`src/rtl/instr_exec_unit.sv`:
```
`timescale 1ns/1ps
// instr_exec_unit: execution stage behind the instruction register (single-cycle ALU, pipelined MULT, iterative DIV/MOD).
// Optional feature: define INSTR_EXEC_STATS_EN to add the exec_count / dz_count handshake counters.
module instr_exec_unit #(
  parameter int TAG_W      = 5,
  parameter int MUL_CYCLES = 3
) (
  input  logic             clk,
  input  logic             reset_n,
  input  logic             in_valid,
  output logic             in_ready,
  input  logic [3:0]       in_opcode,
  input  logic [31:0]      in_operand_a,
  input  logic [31:0]      in_operand_b,
  input  logic [TAG_W-1:0] in_tag,
  output logic             out_valid,
  input  logic             out_ready,
  output logic [63:0]      out_result,
  output logic [TAG_W-1:0] out_tag,
  output logic             out_div_by_zero,
  output logic             out_illegal_op,
  output logic             busy
`ifdef INSTR_EXEC_STATS_EN
  ,
  output logic [31:0]      exec_count,
  output logic [15:0]      dz_count
`endif
);

  localparam logic [3:0] OP_ZERO  = 4'd0;
  localparam logic [3:0] OP_PASSA = 4'd1;
  localparam logic [3:0] OP_PASSB = 4'd2;
  localparam logic [3:0] OP_ADD   = 4'd3;
  localparam logic [3:0] OP_SUB   = 4'd4;
  localparam logic [3:0] OP_MULT  = 4'd5;
  localparam logic [3:0] OP_DIV   = 4'd6;
  localparam logic [3:0] OP_MOD   = 4'd7;

  localparam logic [4:0] MUL_LAST = (MUL_CYCLES >= 2) ? 5'(MUL_CYCLES - 2) : 5'd0;

  typedef enum logic [1:0] {IDLE, EXEC, DONE} state_t;

  state_t             state_q, state_d;
  logic [4:0]         cnt_q, cnt_d;
  logic               is_mul_q, is_mul_d;
  logic               is_mod_q, is_mod_d;
  logic               neg_quo_q, neg_quo_d;
  logic               neg_rem_q, neg_rem_d;
  logic [31:0]        a_q, a_d;
  logic [31:0]        b_q, b_d;
  logic [31:0]        rem_q, rem_d;
  logic [31:0]        quo_q, quo_d;
  logic [31:0]        dvs_q, dvs_d;
  logic [63:0]        result_q, result_d;
  logic [TAG_W-1:0]   tag_q, tag_d;
  logic               dz_q, dz_d;
  logic               ill_q, ill_d;

  logic [31:0]        mul_a, mul_b;
  logic [63:0]        product;
  logic [63:0]        step_first, step_next;
  logic               handshake;

  function automatic logic [31:0] mag(input logic [31:0] v);
    return v[31] ? (32'd0 - v) : v;
  endfunction

  function automatic logic [63:0] apply_sign(input logic neg, input logic [31:0] m);
    return neg ? (64'd0 - {32'd0, m}) : {32'd0, m};
  endfunction

  // One restoring step on magnitudes: returns {remainder, dividend/quotient shift register}.
  function automatic logic [63:0] div_step(input logic [31:0] rem, input logic [31:0] quo,
                                           input logic [31:0] dvs);
    logic [32:0] trial;
    logic [32:0] diff;
    trial = {rem, quo[31]};
    diff  = trial - {1'b0, dvs};
    if (!diff[32]) return {diff[31:0], quo[30:0], 1'b1};
    else           return {trial[31:0], quo[30:0], 1'b0};
  endfunction

  // With MUL_CYCLES == 1 the product is taken straight from the inputs at acceptance.
  assign mul_a      = (state_q == IDLE) ? in_operand_a : a_q;
  assign mul_b      = (state_q == IDLE) ? in_operand_b : b_q;
  assign product    = {{32{mul_a[31]}}, mul_a} * {{32{mul_b[31]}}, mul_b};
  assign step_first = div_step(32'd0, mag(in_operand_a), mag(in_operand_b));
  assign step_next  = div_step(rem_q, quo_q, dvs_q);
  assign handshake  = (state_q == DONE) && out_ready;

  always_comb begin
    state_d   = state_q;
    cnt_d     = cnt_q;
    is_mul_d  = is_mul_q;
    is_mod_d  = is_mod_q;
    neg_quo_d = neg_quo_q;
    neg_rem_d = neg_rem_q;
    a_d       = a_q;
    b_d       = b_q;
    rem_d     = rem_q;
    quo_d     = quo_q;
    dvs_d     = dvs_q;
    result_d  = result_q;
    tag_d     = tag_q;
    dz_d      = dz_q;
    ill_d     = ill_q;
    case (state_q)
      IDLE: begin
        if (in_valid) begin
          tag_d     = in_tag;
          dz_d      = 1'b0;
          ill_d     = 1'b0;
          result_d  = 64'd0;
          cnt_d     = 5'd0;
          is_mul_d  = 1'b0;
          is_mod_d  = (in_opcode == OP_MOD);
          neg_quo_d = in_operand_a[31] ^ in_operand_b[31];
          neg_rem_d = in_operand_a[31];
          a_d       = in_operand_a;
          b_d       = in_operand_b;
          dvs_d     = mag(in_operand_b);
          state_d   = DONE;
          case (in_opcode)
            OP_ZERO:  result_d = 64'd0;
            OP_PASSA: result_d = {{32{in_operand_a[31]}}, in_operand_a};
            OP_PASSB: result_d = {{32{in_operand_b[31]}}, in_operand_b};
            OP_ADD:   result_d = {{32{in_operand_a[31]}}, in_operand_a}
                               + {{32{in_operand_b[31]}}, in_operand_b};
            OP_SUB:   result_d = {{32{in_operand_a[31]}}, in_operand_a}
                               - {{32{in_operand_b[31]}}, in_operand_b};
            OP_MULT: begin
              if (MUL_CYCLES <= 1) begin
                result_d = product;
              end else begin
                is_mul_d = 1'b1;
                state_d  = EXEC;
              end
            end
            OP_DIV, OP_MOD: begin
              if (in_operand_b == 32'd0) begin
                dz_d = 1'b1;
              end else begin
                {rem_d, quo_d} = step_first;
                state_d        = EXEC;
              end
            end
            default: ill_d = 1'b1;
          endcase
        end
      end
      EXEC: begin
        cnt_d = cnt_q + 5'd1;
        if (is_mul_q) begin
          if (cnt_q == MUL_LAST) begin
            result_d = product;
            state_d  = DONE;
          end
        end else if (cnt_q == 5'd31) begin
          // All 32 magnitude steps are done; this edge only restores signs.
          result_d = is_mod_q ? apply_sign(neg_rem_q, rem_q) : apply_sign(neg_quo_q, quo_q);
          state_d  = DONE;
        end else begin
          {rem_d, quo_d} = step_next;
        end
      end
      DONE: begin
        if (out_ready) state_d = IDLE;
      end
      default: state_d = IDLE;
    endcase
  end

  always_ff @(posedge clk or negedge reset_n) begin
    if (!reset_n) begin
      state_q   <= IDLE;
      cnt_q     <= 5'd0;
      is_mul_q  <= 1'b0;
      is_mod_q  <= 1'b0;
      neg_quo_q <= 1'b0;
      neg_rem_q <= 1'b0;
      a_q       <= 32'd0;
      b_q       <= 32'd0;
      rem_q     <= 32'd0;
      quo_q     <= 32'd0;
      dvs_q     <= 32'd0;
      result_q  <= 64'd0;
      tag_q     <= '0;
      dz_q      <= 1'b0;
      ill_q     <= 1'b0;
    end else begin
      state_q   <= state_d;
      cnt_q     <= cnt_d;
      is_mul_q  <= is_mul_d;
      is_mod_q  <= is_mod_d;
      neg_quo_q <= neg_quo_d;
      neg_rem_q <= neg_rem_d;
      a_q       <= a_d;
      b_q       <= b_d;
      rem_q     <= rem_d;
      quo_q     <= quo_d;
      dvs_q     <= dvs_d;
      result_q  <= result_d;
      tag_q     <= tag_d;
      dz_q      <= dz_d;
      ill_q     <= ill_d;
    end
  end

  assign in_ready        = (state_q == IDLE);
  assign out_valid       = (state_q == DONE);
  assign busy            = (state_q != IDLE);
  assign out_result      = result_q;
  assign out_tag         = tag_q;
  assign out_div_by_zero = dz_q;
  assign out_illegal_op  = ill_q;

`ifdef INSTR_EXEC_STATS_EN
  logic [31:0] exec_count_q, exec_count_d;
  logic [15:0] dz_count_q, dz_count_d;

  always_comb begin
    exec_count_d = exec_count_q;
    dz_count_d   = dz_count_q;
    if (handshake) begin
      exec_count_d = exec_count_q + 32'd1;
      if (dz_q && (dz_count_q != 16'hFFFF)) dz_count_d = dz_count_q + 16'd1;
    end
  end

  always_ff @(posedge clk or negedge reset_n) begin
    if (!reset_n) begin
      exec_count_q <= 32'd0;
      dz_count_q   <= 16'd0;
    end else begin
      exec_count_q <= exec_count_d;
      dz_count_q   <= dz_count_d;
    end
  end

  assign exec_count = exec_count_q;
  assign dz_count   = dz_count_q;
`else
  logic unused_handshake;
  assign unused_handshake = handshake;
`endif

endmodule
```
`config.mk`:
```
export PLATFORM = sky130hd
export DESIGN_NAME = instr_exec_unit
export DESIGN_NICKNAME = d
export VERILOG_FILES = /design/src/rtl/instr_exec_unit.sv
export SDC_FILE = /design/constraint.sdc
export NUM_CORES = 2
export LEC_CHECK = 0
export ABC_AREA = 1
export CAP_MARGIN = 40
export CORE_MARGIN = 4
export CORE_UTILIZATION = 35
export DETAILED_ROUTE_END_ITERATION = 7
export GPL_TIMING_DRIVEN = 0
export SETUP_SLACK_MARGIN = 0.3
export SYNTH_ARGS = -nofsm -noshare
export SYNTH_HDL_FRONTEND = slang
export SYNTH_SLANG_ARGS = --single-unit
```
`constraint.sdc`:
```
create_clock -name clk -period 12.19 [get_ports clk]
set_clock_uncertainty 0.05 [all_clocks]
set_input_delay 1.8285 -clock clk [delete_from_list [all_inputs] [get_ports clk]]
set_output_delay 1.8285 -clock clk [all_outputs]
set_load 0.02 [all_outputs]
```
# Yosys cells after proc, flatten, opt, wreduce, memory -nomap -nowiden
# Cells that the tools add are included.
[totals]
ff_bits = 242
inputBits = 77
output_inout_bits = 74
elab_cells = 98
[classes]
n_addsub = 9
multipliers = 1
eq_ne = 19
n_mux = 41
bitwise_logic = 1
n_reduce_logical = 12
[op_table]
columns = ["op", "count"]
rows = [
  ["64-bit 2-to-1 mux", 9],
  ["32-bit 2-to-1 mux", 14],
  ["64-bit case mux with 4 select lines", 1],
  ["32-bit case mux with 2 select lines", 2],
  ["64-bit case mux with 2 select lines", 1],
  ["1-bit by 32-bit subtractor with 33-bit output (first input constant)", 2],
  ["32-bit by 32-bit multiplier with 64-bit output", 1],
  ["1-bit by 32-bit subtractor with 32-bit output (first input constant)", 2],
  ["32-bit by 32-bit adder with 33-bit output", 1],
  ["1-bit by 32-bit subtractor with 33-bit output", 1],
  ["32-bit by 32-bit subtractor with 33-bit output", 1],
  ["33-bit by 32-bit subtractor with 33-bit output", 1],
  ["32-bit logical NOT", 1],
  ["4-bit by 3-bit equality test with 1-bit output (second input constant)", 4],
  ["2-bit 2-to-1 mux", 6],
  ["5-bit case mux with 2 select lines", 1],
  ["4-bit by 2-bit equality test with 1-bit output (second input constant)", 2],
  ["2-bit != test (second input constant)", 4],
  ["4-bit AND reduction", 2],
  ["8-bit OR reduction", 1],
  ["3-bit != test (second input constant)", 2],
  ["2-bit case mux with 3 select lines", 1],
  ["6-bit AND reduction", 1],
  ["5-bit by 1-bit adder with 5-bit output (second input constant)", 1],
  ["15 further kinds", 21],
]

# Logic depth before layout (Yosys ltp)
[logic_depth]
word_depth = 8
ltp_mapped = 40
mapped_depth_nobuf = 36

# Worst setup path before layout
# OpenSTA, ideal clock, no wires.
[synth_path]
kind = "input to register"
from = "input in_operand_a[31]"
to = "register result_q[57] (netlist: out_result[57])"
setup_ns = 0.077
arrival_time_ns = 9.446
required_time_ns = 12.063
setup_slack_ns = 2.616
stages = 30
n_path_buf = 2
path_cell_list = "inv_1 > clkbuf_1 > nor2_1 > a21oi_1 > clkbuf_1 > nor2_1 > fa_1 > fa_1 > fa_1 > fa_1 > inv_1 > fa_1 > inv_1 > fa_1 > inv_1 > fa_1 > inv_1 > fa_1 > ha_1 > nand2_1 > nor2_1 > inv_1 > nor2_1 > nand2_1 > or2_2 > nand3_1 > nor2_1 > o21ai_0 > nand2_1 > a21oi_1"
[synth_via]
elab_chain_cells = 5
elab_cells_between_ends = 9
classes_between = "add/sub (2); mul (1); mux (6)"
[synth_lines]
columns = ["element", "line", "text"]
rows = [
  ["start, declared", "13", "input logic [31:0] in_operand_a,"],
  ["32-bit 2-to-1 mux", "84", "assign mul_a = (state_q == IDLE) ? in_operand_a : a_q;"],
  ["32-bit by 32-bit multiplier with 64-bit output", "86", "assign product = {{32{mul_a[31]}}, mul_a} * {{32{mul_b[31]}}, mul_b};"],
  ["64-bit 2-to-1 mux", "154", "if (cnt_q == MUL_LAST) begin"],
  ["64-bit 2-to-1 mux", "153", "if (is_mul_q) begin"],
  ["64-bit case mux with 2 select lines *", "107", "case (state_q)"],
  ["end signal, assigned", "202", "result_q <= result_d;"],
  ["end, declared", "54", "logic [63:0] result_q, result_d;"],
]
# Every way passes the cells marked *; elsewhere a longest branch is shown, timed or not. The select of a mux whose other input is x is not followed.
# A chain may end at the register's enable or synchronous reset.

# Final worst setup path
[layout_path]
from = "input in_operand_b[8]"
to = "register result_q[56] (netlist: out_result[56])"
[layout_via]
elab_chain_cells = 5
elab_cells_between_ends = 9
classes_between = "add/sub (2); mul (1); mux (6)"
[layout_lines]
columns = ["element", "line", "text"]
rows = [
  ["start, declared", "14", "input logic [31:0] in_operand_b,"],
  ["32-bit 2-to-1 mux", "85", "assign mul_b = (state_q == IDLE) ? in_operand_b : b_q;"],
  ["32-bit by 32-bit multiplier with 64-bit output", "86", ""],
  ["64-bit 2-to-1 mux", "154", ""],
  ["64-bit 2-to-1 mux", "153", ""],
  ["64-bit case mux with 2 select lines *", "107", ""],
]
# Marked as above.

==> metrics.yaml <==
synth_top_area_share_pct: 38.5
min_period_over_period_pct: 92.9
drc: 0
vias: 54900
die_x_um: 409
fmaxAchievable_mhz: 88.3
grt_max_degree: 86
cp-start-kind: "input port"
cts_hold_buf: 0
setup_viol: 0
yosys-top-cells-count: "1692 x nand2_1, 1473 x inv_1, 1084 x fa_1, 1020 x nor2_1, 448 x o21ai_0"
synth_edf_count: 0
drt_iter0_markers: 5862
rr_endpoint: "out_result[56]"
synthesis.area_mm2: 0.0564
cp.required_ps: 12620
regArea_mm2: 0.00601
tightest_slew_ps: 1030
hp-class: "register to register"
crit_fanout: 8
async_flop_share_pct: 100
grt_usage_pct: 34.2
viasPerCell: 5.43
yosysWarnings: 0
status: "finished, final reports clean"
multi_input_area_mm2: 0.0437
cp-end-kind: "register"
cts_setup_buffers: 0
final_core_util_pct: 39.7
post-route-min-period_ps: 11320
port_buffers: 149
rsz0062_at_grt: "no"
synth_fp_nets: 8992
clockBufferDepth: 3
holdPathStages: 2
grt_pass1_wl_um: 411000
grt_pass1_vias: 55900
cts_sinks: 240
antenna_found_initial: 36
critPathKind: "input port to register"
ant_nets: 0
slew_violations: 0
rr_worst_depth: 31
routedWlPerCell_um: 28.5
synth_seq_cells: 240
cts_tree: "yes"
syn_inst: 7573
post_cts_resized: 0
dieHeight_um: 409
worstPathArrival_ps: 11750
io_pins: 151
grt.overflow.total: 0
dieArea_mm2: 0.168
worstHoldStart: "out_tag[3]"
r2r_setup_slack_ps: 1100
areaGrowthSynthToFinish_pct: 12.8
numCtsBuffers: 34
synthTopCellsByArea: "fa_1 39%, nand2_1 11%, dfrtp_1 11%"
initial_utilization_pct: 35.1
synth_top_cell_by_area: "fa_1"
layout.nets: 9325
yosysSeqAreaShare_pct: 10.7
reg2reg_from: "state_q[0]"
worstSkewPairLatency_ps: 600
globalplace.congestion: 1.06
ys.flop_type: "dfrtp_1"
syn_area_per_cell_um2: 7.44
coreArea_mm2: 0.160
nFillCells: 17100
yosysMostFrequentCell: "nand2_1"
h-tree-depth: 2
root_buffer: "clkbuf_16"
ys_types: 54
hold_violations: 0
path_clk_slew_ps: 60
rows: 147
relSlewSlack_pct: 30.9
drt-total-wl_um: 288000
maxCapViolCount: 0
hpwlAfterDp_um: 250000
min_to: "out_tag[3]"
layout-drive-gt1-share_pct: 3.82
drt_pass1_iterations: 6
-- critical path: stages --
cell             delay (ps)
clkdlybuf4s50_1         770
nand2_1                 110
o21ai_1                 580
inv_1                   430
nor2_1                  610
inv_1                   210
fa_1                    770
fa_1                    690
fa_1                    900
inv_1                   250
fa_1                    500
fa_1                    520
fa_1                    510
inv_1                    50
fa_1                    480
inv_1                    60
fa_1                    450
ha_1                    340
inv_1                   160
o21bai_1                120
a31oi_1                 230
o21ai_0                 200
a21oi_1                 180
nand3_1                 160
o21ai_0                 340
nand2_1                  90
nand2_1                  80
a21oi_1                  70
-- area by class of cell --
class                   count  share of cell area, %
inverters                1500                   8.85
multi-input cells        5545                   68.7
repair buffers            297                   5.13
plain buffers             288                   1.79
well taps                2160                   4.25
diodes                     15                 0.0590
flip-flops and latches    240                   9.44
clock buffers              46                   1.50
clock inverters            14                  0.277
-- cell usage in the layout (no fill, tap or decap), drive strengths merged, types with 189 or more instances in the layout --
cell type	instances
nand2	1698
inv	1483
fa	1084
nor2	1035
o21ai	498
clkbuf	294
a21oi	279
nand3	267
ha	258
dfrtp	240
buf	189
-- per-layer routing --
layer  global-route usage [%]  vias up  part of all wire [%]
met3                     9.11      607                    11
met1                     47.6    27600                    42
met5                        0        -                 0.059
met4                     15.1       24                   5.3
met2                     50.0     3005                    42
li1                         -    23700                     -
-- how the worst max path moves through the flow --
stage                      from        endpoint  cells after the start
3_3_place_gp            reset_n         b_q[17]                      1
4_1_cts        in_operand_a[31]  out_result[63]                     35
5_1_grt        in_operand_a[31]  out_result[63]                     35
2_1_floorplan  in_operand_a[31]  out_result[57]                     30
6_report        in_operand_b[8]  out_result[56]                     28
3_5_place_dp   in_operand_a[31]  out_result[63]                     35
-- stage by stage --
stage                     hold WS [ps]  TNS, ps  instance area, um2  setup slack [ps]  cells
after floorplan                    398        0               56400              2620   7573
after detailed placement           419     -278               62400              -118  10000
final                              432        0               63600               865  10100
after global placement             414  -501250               60600             -2060   9882
after CTS                          436        0               63500               446  10100
after global routing               442        0               63600               353  10100
-- cells by family after synthesis --
logic type / Yosys count / synth area share (%)
buffers and inverters: 1788 / 12.0
AND/OR/NAND/NOR: 3155 / 22.5
AO/OA/AOI/OAI: 965 / 9.36
adder cells (fa/ha/maj): 1342 / 44.2
flip-flops: 240 / 10.7
XOR/XNOR: 83 / 1.29
-- flip-flops by register name, indices dropped and copies added, names as in the netlist --
register	cells
a_q	31
b_q	32
cnt_q	5
dvs_q	31
is_mod_q	1
is_mul_q	1
neg_quo_q	1
neg_rem_q	1
out_div_by_zero	1
out_illegal_op	1
out_result	64
out_tag	5
quo_q	32
rem_q	32
state_q	2
Power is not shown: default switching activity piles up to over one toggle a cycle in this logic, so the estimate is an artifact.
